File: config.mk
export PLATFORM = sky130hd
export DESIGN_NAME = sr_mem_responder
export DESIGN_NICKNAME = d
export VERILOG_FILES = /design/src/rtl/sr_mem_responder_pkg.sv /design/src/rtl/sr_rd_pipe.sv /design/src/rtl/sr_mem_responder.sv
export SDC_FILE = /design/constraint.sdc
export NUM_CORES = 1
export LEC_CHECK = 0
export BUFFER_PORTS_ARGS = -buffer_cell sky130_fd_sc_hd__buf_4
export CAP_MARGIN = 25
export CORE_ASPECT_RATIO = 1.75
export CORE_MARGIN = 3
export CORE_UTILIZATION = 35
export CTS_CLUSTER_SIZE = 24
export DETAILED_ROUTE_END_ITERATION = 12
export GPL_TIMING_DRIVEN = 0
export SETUP_SLACK_MARGIN = 0.05
export SLEW_MARGIN = 40
export SYNTH_ARGS = -nofsm -noshare
export SYNTH_HDL_FRONTEND = slang
export SYNTH_HIERARCHICAL = 1
export SYNTH_SLANG_ARGS = --single-unit
File: constraint.sdc
create_clock -name clk -period 2.15 [get_ports clk]
set_input_delay 0.1075 -clock clk [delete_from_list [all_inputs] [get_ports clk]]
set_output_delay 0.1075 -clock clk [all_outputs]
set_load 0.03 [all_outputs]
File: src/rtl/sr_mem_responder_pkg.sv
`default_nettype none
// ============================================================================
// sr_mem_responder_pkg : shared widths, latency default and counter helper
// Rev 1.0
// ============================================================================
package sr_mem_responder_pkg;

  localparam int DATAWIDTH          = 8;
  localparam int ADDRWIDTH          = 4;
  localparam int MEM_RD_LAT_DEFAULT = 2;
  localparam int CNT_WIDTH          = 16;

  typedef logic [CNT_WIDTH-1:0] cnt_t;

  // Counters stick at all-ones instead of wrapping.
  function automatic cnt_t sat_inc(input cnt_t v);
    return (v == '1) ? v : v + cnt_t'(1);
  endfunction

endpackage
`default_nettype wire

File: src/rtl/sr_rd_pipe.sv
`default_nettype none
// ============================================================================
// sr_rd_pipe : fixed-latency shift pipeline carrying {valid, err, data}
// Rev 1.0
// ============================================================================
module sr_rd_pipe #(
  parameter int LAT = 2,
  parameter int DW  = 8
) (
  input  logic          clk,
  input  logic          reset,
  input  logic          in_valid,
  input  logic          in_err,
  input  logic [DW-1:0] in_data,
  output logic          out_valid,
  output logic          out_err,
  output logic [DW-1:0] out_data
);

  logic [LAT-1:0] r_valid;
  logic [LAT-1:0] r_err;
  logic [DW-1:0]  r_data [LAT];

  // Only the valid bits need clearing; stale err/data are ignored without valid.
  always_ff @(posedge clk or posedge reset) begin
    if (reset) begin
      r_valid <= '0;
    end else begin
      r_valid[0] <= in_valid;
      for (int i = 1; i < LAT; i++) begin
        r_valid[i] <= r_valid[i-1];
      end
    end
  end

  always_ff @(posedge clk) begin
    r_err[0]  <= in_err;
    r_data[0] <= in_data;
    for (int i = 1; i < LAT; i++) begin
      r_err[i]  <= r_err[i-1];
      r_data[i] <= r_data[i-1];
    end
  end

  assign out_valid = r_valid[LAT-1];
  assign out_err   = r_err[LAT-1];
  assign out_data  = r_data[LAT-1];

endmodule
`default_nettype wire

File: src/rtl/sr_mem_responder.sv
`default_nettype none
// ============================================================================
// sr_mem_responder : 1W/1R register memory with pipelined, error-tagged reads
// Rev 1.0
// ============================================================================
module sr_mem_responder
  import sr_mem_responder_pkg::*;
#(
  parameter int DATAWIDTH  = sr_mem_responder_pkg::DATAWIDTH,
  parameter int ADDRWIDTH  = sr_mem_responder_pkg::ADDRWIDTH,
  parameter int MEM_RD_LAT = sr_mem_responder_pkg::MEM_RD_LAT_DEFAULT
) (
  input  logic                 clk,
  input  logic                 reset,
  input  logic                 mem_wr_en_in,
  input  logic                 mem_rd_en_in,
  input  logic [ADDRWIDTH-1:0] mem_addr_in,
  input  logic [ADDRWIDTH-1:0] mem_rd_addr_in,
  input  logic [DATAWIDTH-1:0] mem_data_in,
  output logic [DATAWIDTH-1:0] dataout,
  output logic                 DataValid,
  output logic                 RdErr,
  output logic [CNT_WIDTH-1:0] wr_count,
  output logic [CNT_WIDTH-1:0] rd_count
);

  localparam int DEPTH = 1 << ADDRWIDTH;

  logic [DATAWIDTH-1:0] r_mem [DEPTH];
  logic [DEPTH-1:0]     r_written;

  logic                 w_rd_err;
  logic [DATAWIDTH-1:0] w_rd_data;
  logic                 w_pipe_valid;
  logic                 w_pipe_err;
  logic [DATAWIDTH-1:0] w_pipe_data;

  // Sampling the arrays before the edge commits gives read-before-write.
  assign w_rd_err  = ~r_written[mem_rd_addr_in];
  assign w_rd_data = w_rd_err ? '0 : r_mem[mem_rd_addr_in];

  always_ff @(posedge clk) begin
    if (mem_wr_en_in) begin
      r_mem[mem_addr_in] <= mem_data_in;
    end
  end

  always_ff @(posedge clk or posedge reset) begin
    if (reset) begin
      r_written <= '0;
    end else if (mem_wr_en_in) begin
      r_written[mem_addr_in] <= 1'b1;
    end
  end

  sr_rd_pipe #(
    .LAT (MEM_RD_LAT),
    .DW  (DATAWIDTH)
  ) u_rd_pipe (
    .clk       (clk),
    .reset     (reset),
    .in_valid  (mem_rd_en_in),
    .in_err    (w_rd_err),
    .in_data   (w_rd_data),
    .out_valid (w_pipe_valid),
    .out_err   (w_pipe_err),
    .out_data  (w_pipe_data)
  );

  // Final output stage: dataout holds between pulses, RdErr only alongside DataValid.
  always_ff @(posedge clk or posedge reset) begin
    if (reset) begin
      dataout   <= '0;
      DataValid <= 1'b0;
      RdErr     <= 1'b0;
    end else begin
      DataValid <= w_pipe_valid;
      RdErr     <= w_pipe_valid & w_pipe_err;
      if (w_pipe_valid) begin
        dataout <= w_pipe_data;
      end
    end
  end

  always_ff @(posedge clk or posedge reset) begin
    if (reset) begin
      wr_count <= '0;
      rd_count <= '0;
    end else begin
      if (mem_wr_en_in) wr_count <= sat_inc(wr_count);
      if (mem_rd_en_in) rd_count <= sat_inc(rd_count);
    end
  end

endmodule
`default_nettype wire
# Word-level counts from Yosys, hierarchy flattened
# Memory sizes are Yosys's and may differ from the RTL's. A register that Yosys moved wholly into a read port is not among the register bits.
# Index checks and enable logic that the tools add are counted.
# totals
ramBits	144
memories	2
output_inout_bits	42
input_bits	20
ff_bits	54
wordCells	31
# op_classes
n_lt_le_gt_ge	3
addsub	2
bitwise	5
mux	7
n_reduce_logical	3
n_eq_ne	2
# mem_list
name	words	width	rd	rd_ports_with_merged_regs	write_ports	line	rtl
r_mem	16	8	1	0	1	sr_mem_responder.sv:29	logic [DATAWIDTH-1:0] r_mem [DEPTH];
u_rd_pipe.r_data	2	8	2	1	2	sr_rd_pipe.sv:22	logic [DW-1:0] r_data [LAT];
# ops
op	count
adder 16 x 1 -> 16 bit (second input constant)	2
== test 16 bit (second input constant)	2
OR 16 bit	1
< comparator 4 x 5 -> 1 bit (second input constant)	2
2-to-1 mux 8 bit	1
binary-select mux 1 bit (select 4 bit)	1
demux 1 bit (select 4 bit)	1
>= comparator 4 x 1 -> 1 bit (second input constant)	1
2-to-1 mux 1 bit	4
AND reduction 2 bit	2
NOT 1 bit	3
bitwise AND 1 bit	1
logical AND 1 bit	1

# Logic depth before layout (Yosys ltp)
# depth
ltp_word	5
ltp_mapped	5
ltp_nobuf	5

# Cells and area by module
# The synthesis kept the hierarchy.
# by_module_without_submodules
mod	area_per_inst_um2	cells_each	instances	seq_area_each_um2
sr_mem_responder	7480.9	429	1	5295.1
sr_rd_pipe	474.2	29	1	410.4

# Worst setup path before layout
# Ideal clock, no wire load.
# synth_timing
path_kind	flip-flop to flip-flop
startpoint	register wr_count[0]
endpoint	register wr_count[1]
path_stages_with_launch	6
t_required_ps	2025
setup_ps	125
synth_period_minus_slack_ps	1808
path_slack_ps	342
t_arrival_ps	1683
n_path_buf	0
path_cell_list	dfrtp_1 > ha_1 > nand2_1 > nor3_2 > a21bo_2 > mux2_2
# synth_between
elab_chain_cells	3
elab_cells_between_ends	4
classes_between	1 x add/sub; 1 x eq/ne; 1 x bitwise; 1 x reduce/logical
# synth_rtl
element	line	rtl
from (decl)	sr_mem_responder.sv:23	output logic [CNT_WIDTH-1:0] wr_count,
from (signal assigned)	sr_mem_responder.sv:90	if (mem_wr_en_in) wr_count <= sat_inc(wr_count);
branches (longest 3 deep; another with adder 16 x 1 -> 16 bit)	n/a	
# Several ways; the timed one is not identified.
# A chain may end at the register's enable or synchronous reset.

# Final worst setup path
# layout_timing
startpoint	register rd_count[0]
endpoint	register rd_count[1]
# layout_between
elab_chain_cells	3
elab_cells_between_ends	4
classes_between	1 x add/sub; 1 x eq/ne; 1 x bitwise; 1 x reduce/logical
# layout_rtl
element	line	rtl
from (decl)	sr_mem_responder.sv:24	output logic [CNT_WIDTH-1:0] rd_count
from (signal assigned)	sr_mem_responder.sv:91	if (mem_rd_en_in) rd_count <= sat_inc(rd_count);
branches (longest 3 deep; another with adder 16 x 1 -> 16 bit)	n/a	
# Several ways; the timed one is not identified.

==> flow_summary_export.csv <==
group,metric,value,unit
clock_network,htreeDepth,1,
power,switchingPower,0.002570,W
sta,hold_ws,47.55,ps
critical_path,required,2520,ps
place,pre_cts_slack,-2.275,ps
die,die_w,120.0,um
die,dieArea,24650,um^2
drt,ant_nets,0,
critical_path,crit_path_start_kind,"flip-flop",
critical_path,ff2ff_path_depth,5,
synthesis,synth_ff_type,"edfxtp_1",
layout,final_util,43.16,%
critical_path,r2r_end,"rd_count[1]",
clock_network,clockBufferDepth,3,
sta,finalCritPeriodShare,85.46,%
drt,drt_first_pass_iters,4,
critical_path,crit_fanout,8,
sta,tightestPinTransition,783.6,ps
flow_run,drv_cap,0,
place,gp_congestion,0.7612,
power,powerDensity,1017,nW/um^2
clock_network,ctsResizeCount,0,
drt,drcViolationCount,0,
sta,fin_tns_setup,0,ps
sta,final-setup-viol-count,0,
clock_network,cts_buffers,20,
layout,antenna_cells,0,
place,portBuffers,58,
die,rows,72,
power,p_int,0.007200,W
critical_path,crit_path_end_kind,"flip-flop",
synthesis,syn_area,7955,um^2
layout,syn_to_final_growth,20.71,%
clock_network,cts_tree,"yes",
grt,grt_max_degree,44,
sta,min_period,1837,ps
min_path,holdCritPathClass,"in2async",
synthesis,synthCells,458,
grt,antenna_found_initial,0,
grt,grt_pass1_wl,25.54,mm
power,max-vdd-ir-drop,0.5398,mV
power,p_leak,3.513,nW
power,combPwrFrac,14.8,%
clock_network,path_clk_slew,60,ps
sta,rsz0062_at_grt,"no",
clock_network,numClockSinks,206,
die,pin_count,62,
power,seqPwrFrac,49.2,%
critical_path,worstPathArrival,2210,ps
sta,skew,9.337,ps
sta,hold_violations,0,
grt,grt_overflow,0,
sta,max_freq,0.5443,GHz
die,initial_core_util,35.75,%
power,p_sw_share,26.30,%
synthesis,synth_edf_count,128,
synthesis,avgSynthCellArea,17.37,um^2
sta,max_slew_margin,47.47,%
sta,drv_slew,0,
critical_path,r2r_slack,310,ps
run_status,status,"finished clean",
synthesis,synthDistinctLibCells,41,
synthesis,yosysSeqAreaShare,71.72,%
power,power_frac_clock,36.1,%
sta,worst_slack,312.7,ps
clock_network,cts_root_buffer,"clkbuf_16",
critical_path,critPathKind,"reg2reg",
synthesis,synth-async-reset-ratio,29.13,%
drt,vias_per_cell,4.939,
synthesis,ys_warn_count,6,
die,core,22250,um^2
layout,layout-drive-gt1-share,34.28,%
grt,track_usage,13.50,%
drt,wl,16.42,mm
place,dpl.hpwl,11.60,mm
layout,fill_cells,1963,
drt,drt_iter0_drc,336,
synthesis,ys_ff_latch,206,
drt,wire_per_inst,19.12,um
grt,first_global_vias,4498,
critical_path,worstReg2RegStart,"rd_count[0]",
die,fp.dieH,205.4,um
synthesis,synthesis.nets,480,
drt,vias,4243,
layout,fin_nets,571,
clock_network,clk_latency,490,ps
==> worst max-delay path, cell delays in order, from the launching register on <==
cell and delay, ps:
dfrtp_1 420, ha_1 190, nand2_1 230, nor3_4 410, a21oi_1 170, mux2_2 300
==> area by class of cell <==
class | count | area, um^2 | share of cell area (%)
Sequential cell | 206 | 5705 | 59.41
Multi-Input combinational cell | 223 | 2133 | 22.22
Clock buffer | 26 | 586.8 | 6.111
Timing Repair Buffer | 69 | 555.5 | 5.785
Tap cell | 296 | 370.4 | 3.857
Buffer | 23 | 143.9 | 1.498
Clock inverter | 10 | 82.58 | 0.8599
Inverter | 6 | 25.02 | 0.2606
==> metrics by stage <==
stage	instance area, um^2	std cells	total power (W)
after detailed placement	8813	813	0.006334
final	9603	859	0.009770
after CTS	9583	859	0.009874
after global placement	8761	812	0.006275
after floorplan	7955	458	0.005734
after global routing	9603	859	0.01015
==> state kept, by name, indices dropped and copies added (netlist names) <==
name,cells
wr_count,16
rd_count,16
r_mem,128
dataout,8
u_rd_pipe/r_valid,2
u_rd_pipe/r_err,2
DataValid,1
RdErr,1
r_written,16
u_rd_pipe/r_data,16
==> layout by cell type (no fill, tap or decap), drive strengths merged, types with 9 or more instances in the layout <==
master	instances
dfxtp	18
nand4	9
a21oi	17
or2	16
nand2	14
mux2	12
clkbuf	32
xor2	18
nor2	17
buf	76
nor4	9
dfrtp	60
a22oi	16
dlygate4sd3	10
mux4	36
edfxtp	128
nand3	10
nor3	10
==> kinds of logic (layout without fill, tap and decap cells) <==
group	Yosys count	count (layout)	share of synthesized area (%)
muxes	48	48	11.89
AOI/OAI and AO/OA	42	42	3.633
DFF	206	206	71.72
and+or+nand+nor	105	105	7.487
adders and majority gates	2	2	0.3145
buffers and inverters	29	134	2.092
xor gates and xnor gates	26	26	2.863
==> synthesized netlist by cell type, types with 2 or more instances <==
master	n	area [um^2]
xnor2_1	8	70.07
buf_4	10	75.07
nor2b_1	2	12.51
nor4_1	9	56.30
a211oi_1	3	22.52
buf_2	4	20.02
nor3_1	8	40.04
and2_1	5	31.28
ha_1	2	25.02
nand3b_1	2	15.01
nand3_1	10	50.05
and4_1	3	26.28
clkbuf_1	6	22.52
nand4_1	9	56.30
nand2b_1	2	12.51
xor2_1	18	157.7
edfxtp_1	128	3844
a21oi_1	17	85.08
a22o_1	2	17.52
mux2_2	12	135.1
mux4_2	36	810.8
buf_6	2	22.52
nor2_1	16	60.06
and3_1	3	18.77
dfrtp_1	60	1501
nand2_1	14	52.55
inv_1	6	22.52
dfxtp_1	18	360.4
or2_2	16	100.1
a22oi_1	16	120.1
==> power by group through the flow <==
stage | Clock [W] | Combinational, W | Sequential (W)
after detailed placement | 0 | 0.00145 | 0.00488
after global placement | 0 | 0.00141 | 0.00486
after CTS | 0.00360 | 0.00147 | 0.00480
after floorplan | 0 | 0.000580 | 0.00515
final | 0.00352 | 0.00144 | 0.00480
after global routing | 0.00376 | 0.00154 | 0.00485
==> routing by layer <==
metal	track usage, %	up-vias	share of wire (%)	wire length, um
met1	15.26	2159	38	6319
met5	0	-	0	0
li1	-	1946	-	-
met3	2.145	26	4.2	686
met4	5.653	0	3.4	555
met2	25.03	112	54	8861
==> worst max path at each step <==
stage,from,to,slack [ps],cells after the start
after floorplan,wr_count[0],wr_count[1],340,5
after global placement,mem_wr_en_in,r_mem[0][7],-180,3
after detailed placement,mem_rd_addr_in[2],u_rd_pipe/r_data[0][2],-2,5
after CTS,rd_count[0],rd_count[1],310,5
after global routing,rd_count[0],rd_count[1],180,5
final,rd_count[0],rd_count[1],310,5
==> repair_timing <==
action	in CTS	in global routing
hold endpoints to repair	189	0
hold buffers	10	0
buffers inserted	0	0
Note: power is estimated with default switching activity, not from simulation.
